### src/rtl/muldiv_pkg.sv
// Shared constants for the execute-stage mul/div sequencer: FSM encoding,
// request opcode bit positions and the fast divide-by-zero LO value.
package muldiv_pkg;

  localparam logic [1:0] ST_IDLE = 2'd0;
  localparam logic [1:0] ST_MUL  = 2'd1;
  localparam logic [1:0] ST_DIV  = 2'd2;
  localparam logic [1:0] ST_DONE = 2'd3;

  localparam int OP_DIV_BIT  = 1;
  localparam int OP_SIGN_BIT = 0;

  localparam logic [31:0] DIV0_LO = 32'hFFFF_FFFF;

endpackage

### src/rtl/muldiv_sched.sv
// Sequencer for the iterative multiplier/divider: latches operands, holds begin,
// captures HI/LO until consumed. Define MULDIV_DIV0_FAST_EN to short-cut divide-by-zero.
module muldiv_sched
  import muldiv_pkg::*;
(
  input  logic        clk,
  input  logic        reset,
  input  logic        req_valid,
  input  logic [1:0]  req_op,
  input  logic [31:0] req_src1,
  input  logic [31:0] req_src2,
  output logic        req_ready,
  input  logic        flush,
  output logic        mult_begin,
  output logic        mult_sign,
  output logic [31:0] mult_op1,
  output logic [31:0] mult_op2,
  input  logic [63:0] product,
  input  logic        mult_end,
  output logic        div_begin,
  output logic        div_sign,
  output logic [31:0] div_op1,
  output logic [31:0] div_op2,
  input  logic [31:0] div_result,
  input  logic [31:0] div_remainder,
  input  logic        div_end,
  output logic        resp_valid,
  output logic [31:0] resp_hi,
  output logic [31:0] resp_lo,
  input  logic        resp_ready,
  output logic        busy
);

  logic [1:0]  state;
  logic [1:0]  state_nx;
  logic [31:0] op1_q;
  logic [31:0] op2_q;
  logic        sign_q;
  logic [31:0] hi_q;
  logic [31:0] lo_q;
  logic        accept;
  logic        is_div;
  logic        div0_fast;

  assign accept = req_valid & req_ready & ~flush;
  assign is_div = req_op[OP_DIV_BIT];

`ifdef MULDIV_DIV0_FAST_EN
  assign div0_fast = is_div & (req_src2 == 32'd0);
`else
  assign div0_fast = 1'b0;
`endif

  always_comb begin
    // NOTE: assigning a default before any branch keeps this block purely
    // combinational; a path that leaves state_nx unassigned would infer a latch.
    state_nx = state;
    if (flush) begin
      state_nx = ST_IDLE;
    end else begin
      case (state)
        ST_IDLE: if (accept)     state_nx = div0_fast ? ST_DONE : (is_div ? ST_DIV : ST_MUL);
        ST_MUL:  if (mult_end)   state_nx = ST_DONE;
        ST_DIV:  if (div_end)    state_nx = ST_DONE;
        ST_DONE: if (resp_ready) state_nx = ST_IDLE;
        default:                 state_nx = ST_IDLE;
      endcase
    end
  end

  // NOTE: sequential state uses non-blocking assignments so every register
  // samples the pre-edge values; reset is checked only on the clock edge.
  always_ff @(posedge clk) begin
    if (reset) begin
      state  <= ST_IDLE;
      op1_q  <= 32'd0;
      op2_q  <= 32'd0;
      sign_q <= 1'b0;
      hi_q   <= 32'd0;
      lo_q   <= 32'd0;
    end else begin
      state <= state_nx;
      if (accept) begin
        op1_q  <= req_src1;
        op2_q  <= req_src2;
        sign_q <= req_op[OP_SIGN_BIT];
        if (div0_fast) begin
          hi_q <= req_src1;
          lo_q <= DIV0_LO;
        end
      end
      // Flush discards a completing result; stray *_end pulses are ignored by state match.
      if (!flush && state == ST_MUL && mult_end) begin
        hi_q <= product[63:32];
        lo_q <= product[31:0];
      end
      if (!flush && state == ST_DIV && div_end) begin
        hi_q <= div_remainder;
        lo_q <= div_result;
      end
    end
  end

  assign req_ready  = (state == ST_IDLE);
  assign busy       = (state != ST_IDLE);
  assign resp_valid = (state == ST_DONE);
  assign mult_begin = (state == ST_MUL) & ~flush;
  assign div_begin  = (state == ST_DIV) & ~flush;

  assign mult_sign = sign_q;
  assign mult_op1  = op1_q;
  assign mult_op2  = op2_q;
  assign div_sign  = sign_q;
  assign div_op1   = op1_q;
  assign div_op2   = op2_q;
  assign resp_hi   = hi_q;
  assign resp_lo   = lo_q;

endmodule
### config.mk
export PLATFORM = sky130hd
export DESIGN_NAME = muldiv_sched
export DESIGN_NICKNAME = d
export VERILOG_FILES = /design/src/rtl/muldiv_pkg.sv /design/src/rtl/muldiv_sched.sv
export SDC_FILE = /design/constraint.sdc
export NUM_CORES = 1
export LEC_CHECK = 0
export ABC_AREA = 1
export CAP_MARGIN = 0
export CORE_AREA = 2 2 155 157
export CTS_BUF_LIST = sky130_fd_sc_hd__clkbuf_2 sky130_fd_sc_hd__clkbuf_4 sky130_fd_sc_hd__clkbuf_8
export DETAILED_ROUTE_END_ITERATION = 10
export DIE_AREA = 0 0 157 159
export GPL_TIMING_DRIVEN = 0
export PLACE_DENSITY = 0.59
export SLEW_MARGIN = 10
export SYNTH_ARGS = -nofsm -noshare
export SYNTH_HDL_FRONTEND = slang
export SYNTH_SLANG_ARGS = --single-unit
### constraint.sdc
create_clock -name clk -period 3.6 [get_ports clk]
set_input_delay 1.08 -clock clk [delete_from_list [all_inputs] [get_ports clk]]
set_output_delay 1.08 -clock clk [all_outputs]
set_load 0.05 [all_outputs]
# ---- Word level (Yosys, flattened, before mapping)
# Index checks and enable logic that the tools add are counted.
dict set report classes {
  eq_ne 7
  bitwise 5
  mux 10
  reduce_logical 10
}
# cell n
set ops {}
lappend ops {{32-bit two-way mux} 4}
lappend ops {{2-bit two-way mux} 5}
lappend ops {{2-bit case mux with 4 select lines} 1}
lappend ops {{1-bit AND} 4}
lappend ops {{2-bit == test, second input constant} 2}
lappend ops {{1-bit logical AND} 4}
lappend ops {{2-bit by 1-bit inequality test with 1-bit output, second input constant} 2}
lappend ops {{2-bit inequality test, second input constant} 2}
lappend ops {{4-bit AND reduction} 1}
lappend ops {{2-bit nonzero test} 2}
lappend ops {{2-bit by 1-bit == test with 1-bit output, second input constant} 1}
lappend ops {{2-bit zero test} 1}
lappend ops {{2-bit OR reduction} 1}
lappend ops {{1-bit zero test} 1}
lappend ops {{1-bit inverter} 1}
dict set report totals {
  register_bits 131
  output_inout_bits 199
}

# ---- Logic depth before layout (Yosys ltp)
dict set report depth {
  depth_word 5
  mapped_depth 9
  mapped_depth_nobuf 9
}

# ---- Least setup slack after synthesis
# OpenSTA, ideal clock, no wires.
dict set report synth_timing {
  path_kind {input to output}
  startpoint {input port flush}
  endpoint {output port div_begin}
  slack_ns 0.786
  t_required_ns 2.520
  stages 1
  arrival_time_ns 1.734
  cell_sequence {nor2_1}
}
dict set report synth_via {
  elab_chain_len 2
}
# element line_no
set synth_lines {}
lappend synth_lines {{start, declared} muldiv_sched.sv:13} ;# input logic flush,
lappend synth_lines {{1-bit inverter} muldiv_sched.sv:108} ;# assign div_begin = (state == ST_DIV) & ~flush;
lappend synth_lines {{1-bit AND} muldiv_sched.sv:108}
lappend synth_lines {{end, declared} muldiv_sched.sv:20} ;# output logic div_begin,
# No other way between the ends.

# ---- Worst setup path in the final report
# Ends and elaborated chain as after synthesis.

==> flow_summary.rst <==
.. list-table::
   :header-rows: 1

   * - Metric
     - Value
   * - Horizontal die dimension
     - 157 um
   * - Switching power summed over all nets
     - about 0.0014 W
   * - Endpoint type of the worst setup path
     - primary output
   * - Later-pin clock latency in the skew report
     - 0.45 ns
   * - Largest net degree at the start of global routing
     - 17
   * - Final wirelength
     - 26340 um
   * - Areal power density over the cells
     - 377.3 nW/um^2
   * - Slew Viols, Final
     - 0
   * - Area added between synthesis and finish
     - 77.94%
   * - Startpoint type of the worst setup path
     - primary input
   * - Mean number of vias per cell
     - 4.374
   * - Aggregate global routing overflow
     - 0
   * - TritonCTS Buffers
     - 17
   * - H-tree level count
     - 4
   * - Cell type with the highest aggregate area in the netlist
     - dfxtp_1
   * - DP Worst Slack
     - -0.09017 ns
   * - Wire length of the first global-routing pass
     - 39440 um
   * - Hold WS
     - 0.4646 ns
   * - Post-synthesis instance total
     - between 800 and 900
   * - Synth cell types
     - 15
   * - Die area
     - about 25000 um^2
   * - Reg2Reg Launch Point
     - state[0]
   * - Count of antenna diodes in the layout
     - 0
   * - WL/cell
     - between 15 and 20 um
   * - Worst rel slew slack
     - 0.5581
   * - Setup Total Neg Slack
     - 0 ns
   * - Via count
     - 7173
   * - Crit path setup slack, layout
     - 0.2092 ns
   * - Worst Path Required
     - 2.52 ns
   * - Number of port buffers
     - about 400
   * - Type of the tightest min-delay check
     - reg -> reg
   * - Clock tree buffer depth
     - 2
   * - Number of buffers inserted to repair setup after CTS
     - 0
   * - Layout Skew
     - around 0.012 ns
   * - Most common library cell in the layout ignoring fill and taps
     - nand2_1
   * - Clock root buffer master
     - clkbuf_8
   * - Peak ir drop on the vdd network
     - 0.2098 mV
   * - Reported max-cap violation count
     - 0
   * - Hold-fix buffers, CTS
     - 0
   * - RSZ-0062 raised after global routing
     - false
   * - Minimum clock period
     - between 3 and 4 ns
   * - Final instance count without filler cells
     - 1640
   * - Number of synthesized register bits
     - 131
   * - Initial antenna violation count
     - 0
   * - Syn nets
     - 1097
   * - HPWL reported at the end of detailed placement
     - just over 20000 um
   * - Area of the mapped netlist
     - 6187 um^2
   * - Cell internal pwr
     - 0.002781 W
   * - Worst setup path start
     - flush
   * - Starting Density
     - 0.2668
   * - Vertical extent of the die
     - 159 um
   * - Syn avg cell area
     - 6.936 um^2
   * - Slew at the pin closest to its max-slew limit
     - 0.6629 ns
   * - Seq/Total Area, Yosys
     - 0.4239
   * - R2r worst-path depth
     - 8
   * - Antenna Violating Nets Remaining
     - 0
   * - GRT Overall Usage
     - 0.2066
   * - Via count of the first global-routing pass
     - 6961
   * - Final number of hold-violating endpoints
     - 0
   * - GPL Wtd Cong
     - between 0.8 and 0.9
   * - Total DRC errors in the routed layout
     - 0
   * - R2R Setup Slk
     - 1.88 ns
   * - Clock-pin slew on the worst setup and hold paths
     - around 0.07 ns
   * - Core area
     - 23190 um^2
   * - Category of the most critical setup path
     - in -> out
   * - Hold Path Stages
     - 2
   * - 1st-iter DRT viols
     - 419
   * - Highest-count cells in the layout ignoring fill and taps
     - 399 x nand2_1, 396 x clkdlybuf4s50_1, 131 x dfxtp_1
   * - Destination of the worst register-to-register timing path
     - resp_hi[17]
   * - Leakage power
     - between 4 and 5 nW
   * - Combinational fraction of design power
     - 0.281
   * - Maximum clock frequency
     - 294.9 MHz
   * - Final #Nets
     - 1514
   * - Clock share of power
     - 0.342
   * - Main area contributors after synthesis
     - dfxtp_1 42%, nand2_1 24%, a21oi_1 10%
   * - Switching share of power
     - 0.3306
   * - Cell count after placement
     - about 1600
   * - Share of the synthesized area in the top cell type
     - 0.4239
   * - Number of warning messages in the yosys log
     - 0
   * - Top Ports
     - 400
   * - Part of the cycle the worst path needs
     - 0.9419
   * - Peak fanout along the critical path
     - 5
   * - CTS sink cnt
     - about 130
   * - Cells resized by post-CTS repair
     - 3
   * - Share of final-layout standard cells stronger than drive strength 1
     - 0.1151
   * - Num rows
     - 56
   * - Sequential group share of total power
     - 0.377
   * - Arr. time, crit path
     - 2.31 ns
   * - CTS tree
     - yes
   * - DR pass1 iterations
     - 5
   * - Status
     - finished clean
   * - End point of the critical path
     - div_begin
   * - Final count of negative-setup-slack endpoints
     - 0
-- per-layer routing --
| layer | up-vias | global-route usage | wire, um |
|---|---|---|---|
| li1 | 3654 | - | - |
| met1 | 3295 | 0.2513 | 11260 |
| met2 | 186 | 0.3573 | 13050 |
| met3 | 38 | 0.04709 | 1361 |
| met4 | 0 | 0.06839 | 673 |
| met5 | - | 0 | 0 |
-- cell families after synthesis --
group                      after synthesis  synth area share
and+or+nand+nor                        480            0.3195
buffers and inverters                  148            0.1442
DFF                                    131            0.4239
AOI/OAI and AO/OA                      129            0.1043
adders and majority gates                4          0.008089
-- how the worst min path moves through the flow --
stage	start	endpoint	slack (ns)
floorplan	state[1]	state[1]	0.50
global placement	resp_hi[30]	resp_hi[30]	0.45
detailed placement	resp_lo[2]	resp_lo[2]	0.45
CTS	resp_lo[2]	resp_lo[2]	0.47
global route	resp_hi[31]	resp_hi[31]	0.48
finish	resp_hi[1]	resp_hi[1]	0.46
-- flip-flops by register name, indices dropped and copies added, names as in the netlist --
register	cells
resp_lo	32
resp_hi	32
div_sign	1
div_op1	32
div_op2	32
state	2
-- final cells by class --
class	count	area, um^2
sequential	131	2623
buffer	134	840.8
clock buffer	18	241.5
fill	2434	12180
multi-input combinational	613	2673
inverter	14	52.55
timing repair buffer	398	3981
tap	319	399.1
clock inverter	13	198.9
-- critical path: stages --
cell,delay [ns]
clkdlybuf4s50_1,0.51
nor2_1,0.14
dlygate4sd2_1,0.58
-- metrics by stage --
step / power (W) / area [um^2] / util
2_1_floorplan: 0.002247 / 6187 / -
3_3_place_gp: 0.002769 / 10570 / 0.4558
3_5_place_dp: 0.002771 / 10570 / 0.4558
4_1_cts: 0.004200 / 11010 / 0.4747
5_1_grt: 0.004333 / 11010 / 0.4747
6_report: 0.004154 / 11010 / 0.4747
-- power by group through the flow --
stage,Clock (W),Sequential (W),Combinational (W)
6_report,0.00142,0.00156,0.00117
5_1_grt,0.00152,0.00157,0.00124
4_1_cts,0.00146,0.00156,0.00118
3_5_place_dp,0,0.00160,0.00117
3_3_place_gp,0,0.00160,0.00117
2_1_floorplan,0,0.00179,0.000460
-- synth_stat cells --
master / count
a21oi_1: 129
and2_1: 1
buf_1: 1
buf_2: 41
buf_4: 76
clkbuf_1: 16
dfxtp_1: 131
ha_1: 4
inv_1: 12
inv_2: 2
nand2_1: 399
nand3_1: 5
nand3_2: 1
nand4_1: 64
nor2_1: 10
No activity file was read; power rests on OpenSTA's default activity.
